==> src/rtl/mem_response_merger.sv <==
// mem_response_merger
// Merges AXI write responses back into one completion per original write
// request. The upstream 4 KB splitter may have broken a request into two
// sub-bursts; each request is recorded in issue order together with its
// split flag. A split request completes only after both of its B responses
// arrive, and its completion carries the merged response code.
//
// Ports:
//   clk               clock
//   reset             asynchronous, active-low reset
//   req_push          an original request was issued (with req_is_split)
//   req_is_split      the request went out as two sub-bursts
//   req_ready         tracker is not full
//   axi_bvalid        AXI B channel valid
//   axi_bresp         AXI B channel response code
//   axi_bready        AXI B channel ready
//   cmpl_valid        merged completion valid
//   cmpl_resp         merged completion response code
//   cmpl_split        completion belongs to a split request
//   cmpl_ready        completion consumer ready
//   outstanding_count tracked requests not yet completed
//   push_overflow_err sticky flag: a push arrived while the tracker was full
module mem_response_merger #(
  parameter int TRACK_DEPTH = 8,
  parameter int RESP_WIDTH  = 2
) (
  input  logic                         clk,
  input  logic                         reset,
  input  logic                         req_push,
  input  logic                         req_is_split,
  output logic                         req_ready,
  input  logic                         axi_bvalid,
  input  logic [RESP_WIDTH-1:0]        axi_bresp,
  output logic                         axi_bready,
  output logic                         cmpl_valid,
  output logic [RESP_WIDTH-1:0]        cmpl_resp,
  output logic                         cmpl_split,
  input  logic                         cmpl_ready,
  output logic [$clog2(TRACK_DEPTH):0] outstanding_count,
  output logic                         push_overflow_err
);

  localparam int PTR_W = $clog2(TRACK_DEPTH);
  localparam int CNT_W = PTR_W + 1;

  localparam logic [1:0] ST_IDLE        = 2'd0;
  localparam logic [1:0] ST_WAIT_SECOND = 2'd1;
  localparam logic [1:0] ST_CMPL        = 2'd2;

  // Tracker storage: one split flag per outstanding request.
  logic [TRACK_DEPTH-1:0] entry_reg;

  logic [PTR_W-1:0]      wr_ptr_reg, wr_ptr_next;
  logic [PTR_W-1:0]      rd_ptr_reg, rd_ptr_next;
  logic [CNT_W-1:0]      count_reg, count_next;
  logic                  overflow_reg, overflow_next;
  logic [1:0]            state_reg, state_next;
  logic [RESP_WIDTH-1:0] acc_reg, acc_next;
  logic [RESP_WIDTH-1:0] resp_reg, resp_next;
  logic                  split_reg, split_next;

  logic full;
  logic empty;
  logic push;
  logic pop;
  logic b_hs;
  logic head_split;

  // SLVERR/DECERR dominate (worst error wins); otherwise the result is
  // EXOKAY only when both halves were EXOKAY.
  function automatic logic [RESP_WIDTH-1:0] merge_resp(
    input logic [RESP_WIDTH-1:0] a,
    input logic [RESP_WIDTH-1:0] b
  );
    logic [RESP_WIDTH-1:0] result;
    if (int'(a) >= 2 || int'(b) >= 2) begin
      result = (a > b) ? a : b;
    end else begin
      result = a & b;
    end
    return result;
  endfunction

  // Full/empty come from the registered count only; there is no bypass, so
  // a push becomes visible on axi_bready one cycle later.
  assign full       = (count_reg == CNT_W'(TRACK_DEPTH));
  assign empty      = (count_reg == '0);
  assign req_ready  = !full;
  assign push       = req_push && !full;
  assign cmpl_valid = (state_reg == ST_CMPL);
  assign pop        = cmpl_valid && cmpl_ready;
  assign axi_bready = ((state_reg == ST_IDLE) && !empty) ||
                      (state_reg == ST_WAIT_SECOND);
  assign b_hs       = axi_bvalid && axi_bready;
  assign head_split = entry_reg[rd_ptr_reg];

  assign cmpl_resp         = resp_reg;
  assign cmpl_split        = split_reg;
  assign outstanding_count = count_reg;
  assign push_overflow_err = overflow_reg;

  always_comb begin
    wr_ptr_next   = wr_ptr_reg;
    rd_ptr_next   = rd_ptr_reg;
    count_next    = count_reg;
    overflow_next = overflow_reg;

    if (push) begin
      wr_ptr_next = wr_ptr_reg + 1'b1;
    end
    if (pop) begin
      rd_ptr_next = rd_ptr_reg + 1'b1;
    end
    if (push && !pop) begin
      count_next = count_reg + 1'b1;
    end else if (pop && !push) begin
      count_next = count_reg - 1'b1;
    end
    // A push against a full tracker is rejected even if a pop happens in
    // the same cycle, because full is taken from the registered count.
    if (req_push && full) begin
      overflow_next = 1'b1;
    end
  end

  always_comb begin
    state_next = state_reg;
    acc_next   = acc_reg;
    resp_next  = resp_reg;
    split_next = split_reg;

    case (state_reg)
      ST_IDLE: begin
        if (b_hs) begin
          if (head_split) begin
            acc_next   = axi_bresp;
            state_next = ST_WAIT_SECOND;
          end else begin
            resp_next  = axi_bresp;
            split_next = 1'b0;
            state_next = ST_CMPL;
          end
        end
      end
      ST_WAIT_SECOND: begin
        if (b_hs) begin
          resp_next  = merge_resp(acc_reg, axi_bresp);
          split_next = 1'b1;
          state_next = ST_CMPL;
        end
      end
      ST_CMPL: begin
        if (cmpl_ready) begin
          state_next = ST_IDLE;
        end
      end
      default: begin
        state_next = ST_IDLE;
      end
    endcase
  end

  always_ff @(posedge clk or negedge reset) begin
    if (!reset) begin
      wr_ptr_reg   <= '0;
      rd_ptr_reg   <= '0;
      count_reg    <= '0;
      overflow_reg <= 1'b0;
      state_reg    <= ST_IDLE;
      acc_reg      <= '0;
      resp_reg     <= '0;
      split_reg    <= 1'b0;
    end else begin
      wr_ptr_reg   <= wr_ptr_next;
      rd_ptr_reg   <= rd_ptr_next;
      count_reg    <= count_next;
      overflow_reg <= overflow_next;
      state_reg    <= state_next;
      acc_reg      <= acc_next;
      resp_reg     <= resp_next;
      split_reg    <= split_next;
    end
  end

  // Entries are only read while counted as valid, so they need no reset.
  always_ff @(posedge clk) begin
    if (push) begin
      entry_reg[wr_ptr_reg] <= req_is_split;
    end
  end

endmodule

==> config.mk <==
export PLATFORM = sky130hd
export DESIGN_NAME = mem_response_merger
export DESIGN_NICKNAME = d
export VERILOG_FILES = /design/src/rtl/mem_response_merger.sv
export SDC_FILE = /design/constraint.sdc
export NUM_CORES = 1
export LEC_CHECK = 0
export BUFFER_PORTS_ARGS = -buffer_cell sky130_fd_sc_hd__buf_4
export CELL_PAD_IN_SITES_DETAIL_PLACEMENT = 0
export CELL_PAD_IN_SITES_GLOBAL_PLACEMENT = 1
export CORE_MARGIN = 1
export CORE_UTILIZATION = 40
export DETAILED_ROUTE_END_ITERATION = 12
export GPL_TIMING_DRIVEN = 0
export PLACE_DENSITY = 0.7
export SLEW_MARGIN = 10
export SYNTH_ARGS = -nofsm -noshare
export SYNTH_HDL_FRONTEND = slang
export SYNTH_SLANG_ARGS = --single-unit
==> constraint.sdc <==
create_clock -name clk -period 5.4 [get_ports clk]
set_input_delay 1.08 -clock clk [delete_from_list [all_inputs] [get_ports clk]]
set_output_delay 1.08 -clock clk [all_outputs]
set_load 0.01 [all_outputs]
* Word-level counts from Yosys, hierarchy flattened
Cells that the tools add are included.
Storage, ports and cells: flip-flop bits (word level) 26, latch bits 0, RAM bits 0, bits in read-only memories 0, input bits 8, logic and storage cells 70, memories 0
Operators by class: $add $sub $neg 4, $mul 0, divide/modulo/power cells 0, $lt $le $gt $ge 6, eq/ne operators 7, shift-type cells 0, multiplexer cells 22, bitwise gates (word level) 1, reductions and logical operators 21
Operators with widths (number):
- $mux 2 | 9
- $bwmux 8 | 1
- $logic_and 1x1->1 | 8
- $lt 3x4->1 const B | 2
- $mux 4 | 2
- $add 3x1->3 const B | 2
- $ne 2x2->1 const B | 3
- $pmux 2 s3 | 1
- $reduce_and 3->1 | 2
- $mux 1 | 5
- $add 4x1->4 const B | 1
- $eq 4x4->1 const B | 1
- $ge 2x2->1 const B | 2
- $logic_not 1->1 | 4
- $logic_not 4->1 | 1
- $pmux 2 s2 | 1
- $reduce_and 4->1 | 1
- $reduce_bool 2->1 | 2
- $sub 4x1->4 const B | 1
- $bmux 1 s3 | 1
- $demux 1 s3 | 1
- $ge 3x1->1 const B | 1
- $and 2x2->2 | 1
- $eq 2x1->1 const B | 1
- 6 further kinds | 7

* Longest topological paths before layout
word-level depth 7, mapped depth 10, mapped depth without buffers 10

* Worst setup path before layout
Ideal clock, no wire load.
path type reg-to-reg, from reg count_reg[0] (netlist: outstanding_count[0]), to reg count_reg[3] (netlist: outstanding_count[3]), arrival time 2.537 ns, required time 5.320 ns, slack 2.784 ns, stages on the path, launching flop included 11, clock period less this slack 2.616 ns, path through dfrtp_1 or4b_4 and2_1 buf_2 ha_1 inv_1 ha_1 a21o_1 a21oi_1 mux2i_1 xnor2_1
Between the ends: word-level cells in the longest chain between the ends 6
Ends and longest elaborated chain:
- start: declaration | RTL line 55 | logic [CNT_W-1:0] count_reg, count_next;
- start signal: assignment | RTL line 176 | count_reg <= count_next;
- $eq 4x4->1 (*) | RTL line 86 | assign full = (count_reg == CNT_W'(TRACK_DEPTH));
- $logic_not 1->1 (*)
- named net req_ready | RTL line 31 | output logic req_ready,
- $logic_and 1x1->1 (*) | RTL line 89 | assign push = req_push && !full;
- named net push | RTL line 64 | logic push;
- $logic_not 1->1 | RTL line 116 | end else if (pop && !push) begin
- $logic_and 1x1->1 | RTL line 116
- $reduce_bool 2->1 (no line)
Mark *: on every way through the listed nets, which the timed path passes. The rest lies on a longest branch. The select of a mux whose other input is x is not followed. A chain may end at the register's enable or synchronous reset.

* Worst setup path after layout
from reg count_reg[0] (netlist: outstanding_count[0]), to reg count_reg[3] (netlist: outstanding_count[3])
Between the ends: word-level cells in the longest chain between the ends 6
Ends and longest elaborated chain (RTL line):
- $eq 4x4->1 (*) | 86
- $logic_not 1->1 (*) | 89
- $logic_and 1x1->1 (*) | 89
- named net push | 64
- $logic_not 1->1 | 116
- $logic_and 1x1->1 | 116
- $reduce_bool 2->1 (no line)
Marked as above.

==> metrics.md <==
| Metric | Value |
|---|---|
| Crit. Startpoint | `outstanding_count[0]` |
| Core box area | `~3400 um2` |
| Multi-input gate area | `702 um2` |
| Via count | `about 920` |
| # IOs | `19` |
| Reg-to-reg startpoint | `outstanding_count[0]` |
| HPWL after DPL | `between 1.5 and 2 mm` |
| Pwr per Cell Area | `approximately 540 nW/um2` |
| Setup CP Type | `reg -> reg` |
| H-tree level count | `1` |
| Final period util | `around half` |
| Comb pwr share | `approximately half` |
| Worst slew pin tran | `roughly 280 ps` |
| P_leak | `0.733 nW` |
| Switching part of the total | `between 30% and 40%` |
| Compound-gate portion of the synthesized area | `between 10% and 20%` |
| Later-pin clock latency in the skew report | `310 ps` |
| Final hold violations | `0` |
| RSZ-0062 raised after global routing | `no` |
| Drt drc | `0` |
| Vias in the first global route | `between 900 and 1k` |
| Simple-Gate Fraction of Synth Area | `13.1%` |
| Status | `completed` |
| Fin util | `between 40% and 50%` |
| Xor/xnor cell area share of the yosys netlist | `under 10%` |
| Filler cells | `between 300 and 400` |
| Max Clock Freq | `about 370 MHz` |
| # Max-Cap Violations | `0` |
| Clock share of power | `9.1%` |
| Commonest non-fill, non-tap cells in the layout | `dfrtp_1, buf_4, nor2_1` |
| Post-CTS sizing | `0` |
| First-pass GRT wire length | `~4.0 mm` |
| Final nets | `roughly 160` |
| Num CTS Buffers | `3` |
| Global route overflow | `0` |
| Overall Global Routing Usage | `14.8%` |
| Multiplexer share of the synthesized area | `10.2%` |
| Worst EP required | `around 5600 ps` |
| Root buf cell | `clkbuf_4` |
| CTS sink cnt | `26` |
| Syn_area_per_cell | `12.3 um2` |
| #FFs+latches synth | `26` |
| Final Setup Violations | `0` |
| Finished Layout Cells | `184` |
| Slew HR | `between 80% and 90%` |
| Sequential share of power | `approximately two fifths` |
| DR pass1 iterations | `4` |
| Mapped Area | `between 1000 and 1500 um2` |
| Max FO, Critical Path | `6` |
| Adder-Cell Fraction of Synth Area | `10.2%` |
| Total negative slack | `0 ps` |
| Clk slew on worst S/H paths | `~140 ps` |
| DRT Wirelength | `2.38 mm` |
| Initial drt markers | `20` |
| Final ANT Viol Nets | `0` |
| Vias/cell | `4.97` |
| CTS Buffer Depth | `2` |
| Layout cells sized above 1 | `about a quarter` |
| Post-synthesis sequential area ratio | `48.4%` |
| Die area | `between 3000 and 4000 um2` |
| Largest net degree at the start of global routing | `19` |
| Max Slew Vio Count | `0` |
| # Post-CTS Setup Buffers | `0` |
| Initial antenna violation count | `0` |
| Rows | `21` |
| Sequential Area | `slightly below 700 um2` |
| Starting Density | `a little over two fifths` |
| Buffers on Ports | `18` |
| Pint | `0.554 mW` |
| HP Class | `reg -> reg` |
| Distinct cells, synth | `38` |
| Clk_skew | `between 8 and 9 ps` |
| Largest family of logic cells by synthesized area | `simple AND/OR/NAND/NOR gates` |
| Endpoint class of the critical path | `flop` |
| CP Launch Type | `flop` |
| Gpl congestion | `0.736` |
| DP Cell Count | `180` |
| Final min period | `about 2700 ps` |
| Worst EP arrival | `slightly below 3000 ps` |
| Post-Syn Nets | `135` |
| ANT cells | `0` |
| Peak supply drop | `about 0.00025 V` |
| Cts hold-fix bufs | `0` |
| Max reg flops | `8` |
| CTS tree | `yes` |
| Die Y | `between 60 and 70 um` |
| HP Start | `push_overflow_err` |
| Synthesis Warnings | `0` |
| NetSw | `between 0.3 and 0.4 mW` |
| Synth Instances | `roughly 120` |
| Die Width | `61.7 um` |
| Area Overhead vs Synth | `15.3%` |
| Wire per inst | `13.0 um` |
power groups by stage:
stage               Sequential, mW  Combinational, mW  Clock [mW]
floorplan                    0.374              0.311           0
global placement             0.377              0.432           0
detailed placement           0.382              0.443           0
CTS                          0.378              0.445      0.0859
global route                 0.393              0.488      0.0943
finish                       0.376              0.439      0.0815
path summary, 6_finish.rpt:
kind,endpoint,slack (ps),depth (start not counted)
max in group asynchronous,outstanding_count[2],4600,1
hold reg to reg,push_overflow_err,500,1
setup reg to reg,outstanding_count[3],2700,10
setup / recovery,outstanding_count[3],2700,10
min in group asynchronous,rd_ptr_reg[2],600,1
hold / removal,push_overflow_err,500,1
critical path, cell delays in order, from the launching register on:
cell and delay (ps):
dfrtp_1 480, or4b_4 550, and2_1 160, buf_2 150
ha_1 210, inv_1 130, ha_1 240, a21o_1 150
a21oi_1 180, mux2i_1 230, xnor2_1 130
cell usage after synthesis:
cell type | instances | area [um2]
fa_1 | 1 | 20.0
mux4_2 | 1 | 22.5
or3_1 | 1 | 6.26
a21o_1 | 2 | 15.0
dfrtp_1 | 18 | 450
and4_1 | 1 | 8.76
o21ai_0 | 4 | 20.0
a21boi_4 | 1 | 18.8
mux2_2 | 2 | 22.5
and2_1 | 1 | 6.26
o211ai_1 | 1 | 7.51
o311a_1 | 1 | 10.0
nand2_1 | 5 | 18.8
o2111a_1 | 1 | 11.3
nor2b_1 | 2 | 12.5
ha_1 | 10 | 125
a211o_1 | 1 | 8.76
nor3_1 | 3 | 15.0
nor2_1 | 12 | 45.0
o31a_1 | 1 | 8.76
xnor2_1 | 6 | 52.6
mux2i_1 | 4 | 40.0
xor2_1 | 1 | 8.76
a221oi_4 | 1 | 26.3
nand2b_1 | 5 | 31.3
o2bb2ai_1 | 1 | 8.76
mux2_4 | 4 | 60.1
buf_2 | 1 | 5.00
o21bai_1 | 1 | 7.51
o311ai_0 | 1 | 8.76
edfxtp_1 | 8 | 240
or4b_4 | 1 | 13.8
inv_1 | 8 | 30.0
o21a_1 | 1 | 7.51
nand3_2 | 1 | 10.0
nand2b_4 | 1 | 13.8
nand3_1 | 1 | 5.00
a21oi_1 | 1 | 5.00
layer usage:
metal | wire [um] | track usage (%) | vias up
met4 | 15 | 6.67 | 0
met3 | 84 | 2.48 | 2
met2 | 1170 | 24.1 | 18
met1 | 1120 | 19.3 | 434
met5 | 0 | 0 | -
li1 | - | - | 461
kinds of logic after synthesis:
group,Yosys count
xor gates and xnor gates,7
and+or+nand+nor,34
DFF,26
adders and majority gates,11
AOI/OAI and AO/OA,18
buffers and inverters,9
muxes,11
area by class of cell:
| type | count | area share, % |
|---|---|---|
| Inverter | 8 | 1.82 |
| Buffer | 1 | 0.304 |
| Multi-Input combinational cell | 81 | 42.6 |
| Clock inverter | 1 | 0.228 |
| Clock buffer | 3 | 1.37 |
| Tap cell | 46 | 3.50 |
| Sequential cell | 26 | 41.9 |
| Timing Repair Buffer | 18 | 8.21 |
metrics by stage:
step	power, mW	area, um2	setup WS (ps)	hold WS, ps
floorplan	0.685	1430	2780	480
global placement	0.809	1620	2580	463
detailed placement	0.825	1620	2550	471
CTS	0.909	1650	2680	507
global route	0.975	1650	2530	520
finish	0.897	1650	2700	497
Note: power is estimated with default switching activity, not from simulation.
